File: config.mk
export PLATFORM = sky130hd
export DESIGN_NAME = axi_line_engine
export DESIGN_NICKNAME = d
export VERILOG_FILES = /design/src/rtl/axi_line_engine.sv
export SDC_FILE = /design/constraint.sdc
export NUM_CORES = 1
export LEC_CHECK = 0
export CAP_MARGIN = 30
export CORE_AREA = 3 3 545 547
export CTS_CLUSTER_DIAMETER = 40
export DETAILED_ROUTE_END_ITERATION = 7
export DIE_AREA = 0 0 548 550
export DONT_BUFFER_PORTS = 1
export SLEW_MARGIN = 0
export SYNTH_ARGS = -nofsm -noshare
export SYNTH_HDL_FRONTEND = slang
export SYNTH_SLANG_ARGS = --single-unit
File: constraint.sdc
create_clock -name i_clk -period 2.6 [get_ports i_clk]
set_input_delay 0.39 -clock i_clk [delete_from_list [all_inputs] [get_ports i_clk]]
set_output_delay 0.39 -clock i_clk [all_outputs]
set_load 0.005 [all_outputs]
File: src/rtl/axi_line_engine.sv
`timescale 1ns/1ps
`default_nettype none
// +----------------------------------------------------------------------------+
// | Module      : axi_line_engine                                              |
// | Description : Moves one cache line over AXI4 as an 8-beat INCR burst:      |
// |               refill (AR/R into o_rblock) or writeback (AW/W/B from a      |
// |               latched copy of i_wblock).                                   |
// | Option      : AXI_RESP_CHECK_EN - flag bad RRESP/BRESP or misplaced RLAST  |
// |               on o_err; undefined, o_err is tied low.                      |
// | Revision    : 1.0 - initial release                                        |
// +----------------------------------------------------------------------------+
module axi_line_engine #(
  parameter int ADDR_WIDTH     = 64,
  parameter int BLOCK_WIDTH    = 512,
  parameter int AXI_DATA_WIDTH = 64
) (
  input  logic                          i_clk,
  input  logic                          i_arst,
  input  logic                          i_start,
  input  logic                          i_write,
  input  logic [ADDR_WIDTH-1:0]         i_addr,
  input  logic [BLOCK_WIDTH-1:0]        i_wblock,
  output logic [BLOCK_WIDTH-1:0]        o_rblock,
  output logic                          o_done,
  output logic                          o_busy,
  output logic                          o_err,
  output logic                          o_arvalid,
  input  logic                          i_arready,
  output logic [ADDR_WIDTH-1:0]         o_araddr,
  output logic [7:0]                    o_arlen,
  output logic [2:0]                    o_arsize,
  output logic [1:0]                    o_arburst,
  input  logic                          i_rvalid,
  output logic                          o_rready,
  input  logic [AXI_DATA_WIDTH-1:0]     i_rdata,
  input  logic                          i_rlast,
  input  logic [1:0]                    i_rresp,
  output logic                          o_awvalid,
  input  logic                          i_awready,
  output logic [ADDR_WIDTH-1:0]         o_awaddr,
  output logic [7:0]                    o_awlen,
  output logic [2:0]                    o_awsize,
  output logic [1:0]                    o_awburst,
  output logic                          o_wvalid,
  input  logic                          i_wready,
  output logic [AXI_DATA_WIDTH-1:0]     o_wdata,
  output logic [AXI_DATA_WIDTH/8-1:0]   o_wstrb,
  output logic                          o_wlast,
  input  logic                          i_bvalid,
  output logic                          o_bready,
  input  logic [1:0]                    i_bresp
);

  localparam int         BEATS     = BLOCK_WIDTH / AXI_DATA_WIDTH;
  localparam int         OFFSET    = $clog2(BLOCK_WIDTH / 8);
  localparam int         SEL_W     = $clog2(BLOCK_WIDTH);
  localparam int         LANE_W    = $clog2(AXI_DATA_WIDTH);
  localparam logic [2:0] LAST_BEAT = 3'(BEATS - 1);

  typedef enum logic [2:0] {
    IDLE  = 3'd0,
    RADDR = 3'd1,
    RDATA = 3'd2,
    WADDR = 3'd3,
    WDATA = 3'd4,
    WRESP = 3'd5
  } state_t;

  state_t                   state, state_next;
  logic [ADDR_WIDTH-1:0]    addr_q;
  logic [BLOCK_WIDTH-1:0]   wblock_q;
  logic [BLOCK_WIDTH-1:0]   rblock_q;
  logic [2:0]               beat;
  logic                     done_q;
  logic [SEL_W-1:0]         beat_lsb;
  logic                     accept, ar_hs, aw_hs, r_hs, w_hs, b_hs, last_beat, final_hs;
  logic                     unused_addr_lsbs;

  // The low address bits are forced to zero, so they are deliberately dropped.
  assign unused_addr_lsbs = ^i_addr[OFFSET-1:0];

  assign accept    = (state == IDLE) && i_start;
  assign ar_hs     = o_arvalid && i_arready;
  assign aw_hs     = o_awvalid && i_awready;
  assign r_hs      = o_rready && i_rvalid;
  assign w_hs      = o_wvalid && i_wready;
  assign b_hs      = o_bready && i_bvalid;
  assign last_beat = (beat == LAST_BEAT);
  // The burst ends on the counted 8th beat; RLAST is never used to terminate.
  assign final_hs  = (r_hs && last_beat) || b_hs;
  assign beat_lsb  = SEL_W'({beat, {LANE_W{1'b0}}});

  assign o_busy    = (state != IDLE);
  assign o_done    = done_q;
  assign o_rblock  = rblock_q;
  assign o_araddr  = addr_q;
  assign o_awaddr  = addr_q;
  assign o_arlen   = 8'(BEATS - 1);
  assign o_awlen   = 8'(BEATS - 1);
  assign o_arsize  = 3'($clog2(AXI_DATA_WIDTH / 8));
  assign o_awsize  = 3'($clog2(AXI_DATA_WIDTH / 8));
  assign o_arburst = 2'b01;
  assign o_awburst = 2'b01;
  assign o_wstrb   = '1;
  assign o_wdata   = wblock_q[beat_lsb +: AXI_DATA_WIDTH];

  // State register; reset forces IDLE at once, even in the middle of a burst.
  always_ff @(posedge i_clk or negedge i_arst) begin
    if (!i_arst) state <= IDLE;
    else         state <= state_next;
  end

  // Next-state and channel handshake outputs, all decoded from the state.
  always_comb begin
    state_next = state;
    o_arvalid  = 1'b0;
    o_rready   = 1'b0;
    o_awvalid  = 1'b0;
    o_wvalid   = 1'b0;
    o_wlast    = 1'b0;
    o_bready   = 1'b0;
    case (state)
      IDLE: begin
        if (i_start) state_next = i_write ? WADDR : RADDR;
      end
      RADDR: begin
        o_arvalid = 1'b1;
        if (i_arready) state_next = RDATA;
      end
      RDATA: begin
        o_rready = 1'b1;
        if (i_rvalid && last_beat) state_next = IDLE;
      end
      WADDR: begin
        o_awvalid = 1'b1;
        if (i_awready) state_next = WDATA;
      end
      WDATA: begin
        o_wvalid = 1'b1;
        o_wlast  = last_beat;
        if (i_wready && last_beat) state_next = WRESP;
      end
      WRESP: begin
        o_bready = 1'b1;
        if (i_bvalid) state_next = IDLE;
      end
      default: state_next = IDLE;
    endcase
  end

  // Request capture, beat counting, refill assembly and the done pulse.
  always_ff @(posedge i_clk or negedge i_arst) begin
    if (!i_arst) begin
      addr_q   <= '0;
      wblock_q <= '0;
      rblock_q <= '0;
      beat     <= '0;
      done_q   <= 1'b0;
    end else begin
      done_q <= final_hs;
      if (accept) begin
        addr_q <= {i_addr[ADDR_WIDTH-1:OFFSET], {OFFSET{1'b0}}};
        beat   <= '0;
        if (i_write) wblock_q <= i_wblock;
      end
      if (ar_hs || aw_hs) beat <= '0;
      if (r_hs) rblock_q[beat_lsb +: AXI_DATA_WIDTH] <= i_rdata;
      // Counter parks on the last beat so it cannot wrap inside a burst.
      if ((r_hs || w_hs) && !last_beat) beat <= beat + 3'd1;
    end
  end

`ifdef AXI_RESP_CHECK_EN
  logic err_acc, beat_err, err_q;

  // Error seen on the current beat or response handshake.
  always_comb begin
    beat_err = 1'b0;
    if (r_hs) beat_err = (i_rresp != 2'b00) || (i_rlast != last_beat);
    if (b_hs) beat_err = (i_bresp != 2'b00);
  end

  // Sticky per-transfer error, reported alongside the done pulse.
  always_ff @(posedge i_clk or negedge i_arst) begin
    if (!i_arst) begin
      err_acc <= 1'b0;
      err_q   <= 1'b0;
    end else begin
      err_q <= final_hs && (err_acc || beat_err);
      if (accept)        err_acc <= 1'b0;
      else if (beat_err) err_acc <= 1'b1;
    end
  end

  assign o_err = err_q;
`else
  logic unused_resp;
  assign unused_resp = ^{i_rlast, i_rresp, i_bresp};
  assign o_err       = 1'b0;
`endif

endmodule
`default_nettype wire

Word-level counts from Yosys, hierarchy flattened --
Cells that the tools add are included. W data, S select, Z words.
Storage, ports and cells: flip-flop bits (word level) 1089, logic and storage cells 60
Cells by class: add/subtract/negate cells 2, muxes and demuxes 18, reductions and logical operators 19, eq/ne operators 12, shift-type cells 3
Operators by type and width (count):
- $bwmux W512 | 1
- $shift A64 B11 Y512 const A | 1
- $shiftx A512 B10 Y64 | 1
- $shiftx A64 B11 Y512 | 1
- $mux W3 | 9
- $pmux W3 S6 | 1
- $ne A2 B2 Y1 const B | 6
- $neg A9 Y11 | 1
- $logic_and A1 B1 Y1 | 10
- $eq A3 B3 Y1 const B | 3
- $eq A3 B2 Y1 const B | 2
- $mux W1 | 6
- $reduce_and A6 Y1 | 1
- $reduce_bool A3 Y1 | 2
- $add A3 B1 Y3 const B | 1
- $eq A3 B1 Y1 const B | 1
- $logic_not A3 Y1 | 1
- $logic_or A1 B1 Y1 | 3
- $mux W2 | 1
- $reduce_and A2 Y1 | 1
- $logic_not A1 Y1 | 1

Logic depth before layout (Yosys ltp) --
depth after elaboration 6, depth in mapped cells 14, gate-level depth less buffers 7

Worst setup path before layout --
Ideal clock, no wire load.
kind register to register, from reg beat[1], to reg rblock_q[10], in the netlist o_rblock[10], library setup time 0.125 ns, cell stages (with the launch flop) 13, slack -0.170 ns, data arrival time 2.645 ns, required time 2.475 ns, period minus slack after synthesis 2.770 ns, cell sequence dfrtp_1 buf_2 clkbuf_1 buf_2 inv_1 ha_1 ha_1 buf_2 nor2_1 and4_1 buf_2 buf_4 mux2_2
On the way: word-level cells in the longest chain between the ends 3, elaborated cells between the ends (all ways) 4
Ends and longest elaborated chain:
- start, declared | RTL line 73 | logic [2:0] beat;
- start signal, assigned | RTL line 169 | if ((r_hs || w_hs) && !last_beat) beat <= beat + 3'd1;
- $neg A9 Y11 * | RTL line 167 | if (r_hs) rblock_q[beat_lsb +: AXI_DATA_WIDTH] <= i_rdata;
- $shiftx A64 B11 Y512 / $shift A64 B11 Y512 (equally long branches) | RTL line 167
- $bwmux W512 * | RTL line 167
- end signal, assigned by index | RTL line 167
- end, declared | RTL line 72 | logic [BLOCK_WIDTH-1:0] rblock_q;
Mark *: on every way between the ends. The rest lies on a longest branch, timed or not. A chain may end at the register's enable or synchronous reset.

Final worst setup path --
from reg beat[0], to out o_wdata[36]
On the way: word-level cells in the longest chain between the ends 1
Ends and longest elaborated chain:
- $shiftx A512 B10 Y64 | RTL line 105 | assign o_wdata = wblock_q[beat_lsb +: AXI_DATA_WIDTH];
- end, declared | RTL line 46 | output logic [AXI_DATA_WIDTH-1:0] o_wdata,
Every way passes these cells.

==> flow_summary.yaml <==
run_status:
  outcome: "finished with violations"
  violations: "negative setup slack"
critical_path:
  critPathTopFamily: "buffers and inverters"
  required_ps: 2210
  cp_common_cell: "nand2_1"
  cpMaxStageDelayCell: "mux4_2"
  cp.buffers_inverters: 2
  cp-end-kind: "output port"
  critPathKind: "reg2out"
  cp.arrival_ps: 2620
  cp_max_fo: 12
  cp_cell_sequence: "buf_16 -> bufbuf_16 -> mux4_2 -> nand2_1 -> nand2_1"
  startpoint_type: "flop"
  slowest_delay_ps: 500
synth:
  synth_top_area_share_pct: 59.6
  ys_top_cells_by_area: "dfrtp_1 60%, mux2_1 13%, mux2_2 11%, mux4_2 6.3%, nand2_1 2.7%"
  synth_edf_count: 0
  synth_most_common_cell: "dfrtp_1"
  yosysSeqAreaShare_pct: 59.6
  yosys-top-cells-count: "1089 x dfrtp_1, 547 x mux2_1, 430 x mux2_2"
  ys_ff_latch: 1089
  yosysUniqueCellTypes: 38
  async_flop_share_pct: 100
  avgSynthCellArea_um2: 15.0
  yosys.area.top_type: "dfrtp_1"
  synth.cell_area_um2: 45700
  ys_warn_count: 0
  synth_flop_cell: "dfrtp_1"
  synthCells: 3047
sta:
  finalMaxSlewViolations: 0
  rsz0062_at_grt: "yes"
  period_minus_slack_ps: 3010
  fmax_ghz: 0.332
  worst_clock_skew_ps: 37.0
  finalHoldViolations: 0
  tightest_slew_ps: 942
  setup_viol: 65
  fin_ws_ps: -411
  finalCritPeriodShare_pct: 116
  slew_headroom_pct: 37.2
detailed_routing:
  drc: 0
  postRouteAntennaNets: 0
  routed_wl_um: 203000
  drtPass1Iterations: 5
  wire_per_inst_um: 25.7
  drt-vias-per-instance: 3.82
  drtIter0Drc: 2020
  vias: 30300
finish:
  finalInstanceArea_um2: 64500
  nFillCells: 30600
  syn_to_final_growth_pct: 41.2
  nets: 4498
  drive_above_1_share_pct: 28.5
  finalCoreUtilization_pct: 22.0
global_routing:
  grt_pass1_wl_um: 274000
  track_usage_pct: 12.9
  grt-ovfl-total: 0
  grt_start_max_net_pins: 84
  antenna_found_initial: 68
  grt_pass1_vias: 33100
placed_design:
  portBuffers: 0
  hpwl_um: 151000
  place_area_um2: 51000
  place_congestion: 0.873
  pre_cts_slack_ps: -63.7
die:
  fp.dieW_um: 548
  rows: 199
  dieArea_um2: 301000
  io_pins: 1401
  fp.coreArea_um2: 293000
  initial_core_util_pct: 15.6
  die_h_um: 550
power_and_ir_drop:
  cellPowerDensity_nw_per_um2: 1130
  p_leak_nw: 27.8
  ir_drop_v: 0.000849
  p_total_w: 0.0727
cts:
  cts_buffers: 171
  clockBufferDepth: 4
  htreeDepth: 4
  cts_tree: "yes"
  cts-root-buf: "clkbuf_16"
  clock-sinks: 1089
  worstSkewPairLatency_ps: 810
  path_clk_slew_ps: 50
min_path:
  min_path_type: "in2reg"
flow_run:
  drv_cap: 0
## cell type report
class | count | area (um^2) | share of cell area, %
Tap cell | 3919 | 4900 | 7.60
Clock inverter | 89 | 1100 | 1.71
Sequential cell | 1089 | 27300 | 42.3
Multi-Input combinational cell | 1678 | 16900 | 26.3
Inverter | 38 | 145 | 0.225
Antenna cell | 38 | 95.1 | 0.147
Clock buffer | 215 | 4770 | 7.39
Timing Repair Buffer | 861 | 9290 | 14.4
## worst register-to-register path: cells and delay by family (launching register included)
kind	cells	cell delay (ps)
flip-flops	1	440
AND/OR/NAND/NOR	2	360
adder cells (fa/ha/maj)	2	470
buffers and inverters	6	850
multiplexers	1	310
## final timing paths
check	from	endpoint	slack, ps	cells past startpoint
setup / recovery	beat[0]	o_wdata[36]	-410	5
hold reg to reg	wblock_q[412]	wblock_q[412]	480	1
hold / removal	i_write	wblock_q[437]	110	3
setup reg to reg	beat[1]	o_rblock[266]	50	11
max in group asynchronous	i_arst	wblock_q[5]	1360	3
min in group asynchronous	i_arst	o_rblock[114]	210	2
## through the flow
step	cells	hold WS [ps]	TNS (ps)
after floorplan	3092	94.4	-1180
after global placement	6895	392	-1920
after detailed placement	6895	383	-2810
after CTS	7883	0.454	-31390
after global routing	7907	43.2	-30950
final	7927	115	-21280
## power breakdown
group | switching [W] | total, W | leakage (nW) | internal, W
clock | 0.00884 | 0.0234 | 2.84 | 0.0146
combinational | 0.00947 | 0.0200 | 11.2 | 0.0105
sequential | 0.00637 | 0.0293 | 13.8 | 0.0229
## cells in the final DEF, fill, tap and decap left out, drive strengths merged, types with 4 or more instances in the layout
cell         count
dlygate4sd3    649
buf            207
clkbuf         216
diode           38
ha               5
bufinv          14
nand2          332
nand2b          17
o21ai           76
dfrtp         1089
nor3b            4
conb            47
and2            19
clkinv          29
nor3             6
inv             67
clkinvlp        17
mux4           128
nor2             9
mux2i           34
mux2           977
nand3            5
bufbuf           4
## metal layers
| layer | global-route usage, % | vias up | wire [um] |
|---|---|---|---|
| met5 | 0 | - | 133 |
| met4 | 6.67 | 20 | 11500 |
| met3 | 5.93 | 469 | 23700 |
| met2 | 21.7 | 1703 | 97800 |
| met1 | 13.4 | 15800 | 70300 |
| li1 | - | 12300 | - |
## cell families (layout without fill, tap and decap cells)
| kind of cell | Yosys count | count (layout) | share of synthesized area [%] |
|---|---|---|---|
| other cells | 2 | 85 | 0.0164 |
| fa+ha+maj | 5 | 5 | 0.137 |
| simple gates | 406 | 406 | 3.80 |
| compound gates | 81 | 81 | 0.928 |
| buf+inv | 325 | 1203 | 4.34 |
| flops | 1089 | 1089 | 59.6 |
| mux | 1139 | 1139 | 31.1 |
## registers in the layout (all words and copies together) (netlist names)
register,count
state,3
o_araddr,58
wblock_q,512
o_done,1
o_rblock,512
beat,3
## what timing repair did
item	4_1_cts	5_1_grt
hold endpoints to repair	1226	0
setup endpoints to repair	168	101
hold buffers	652	0
pin swaps	10	2
resized for setup	95	23
cloned	11	1
setup buffers	22	7
Power figures use the tool's default switching activity.
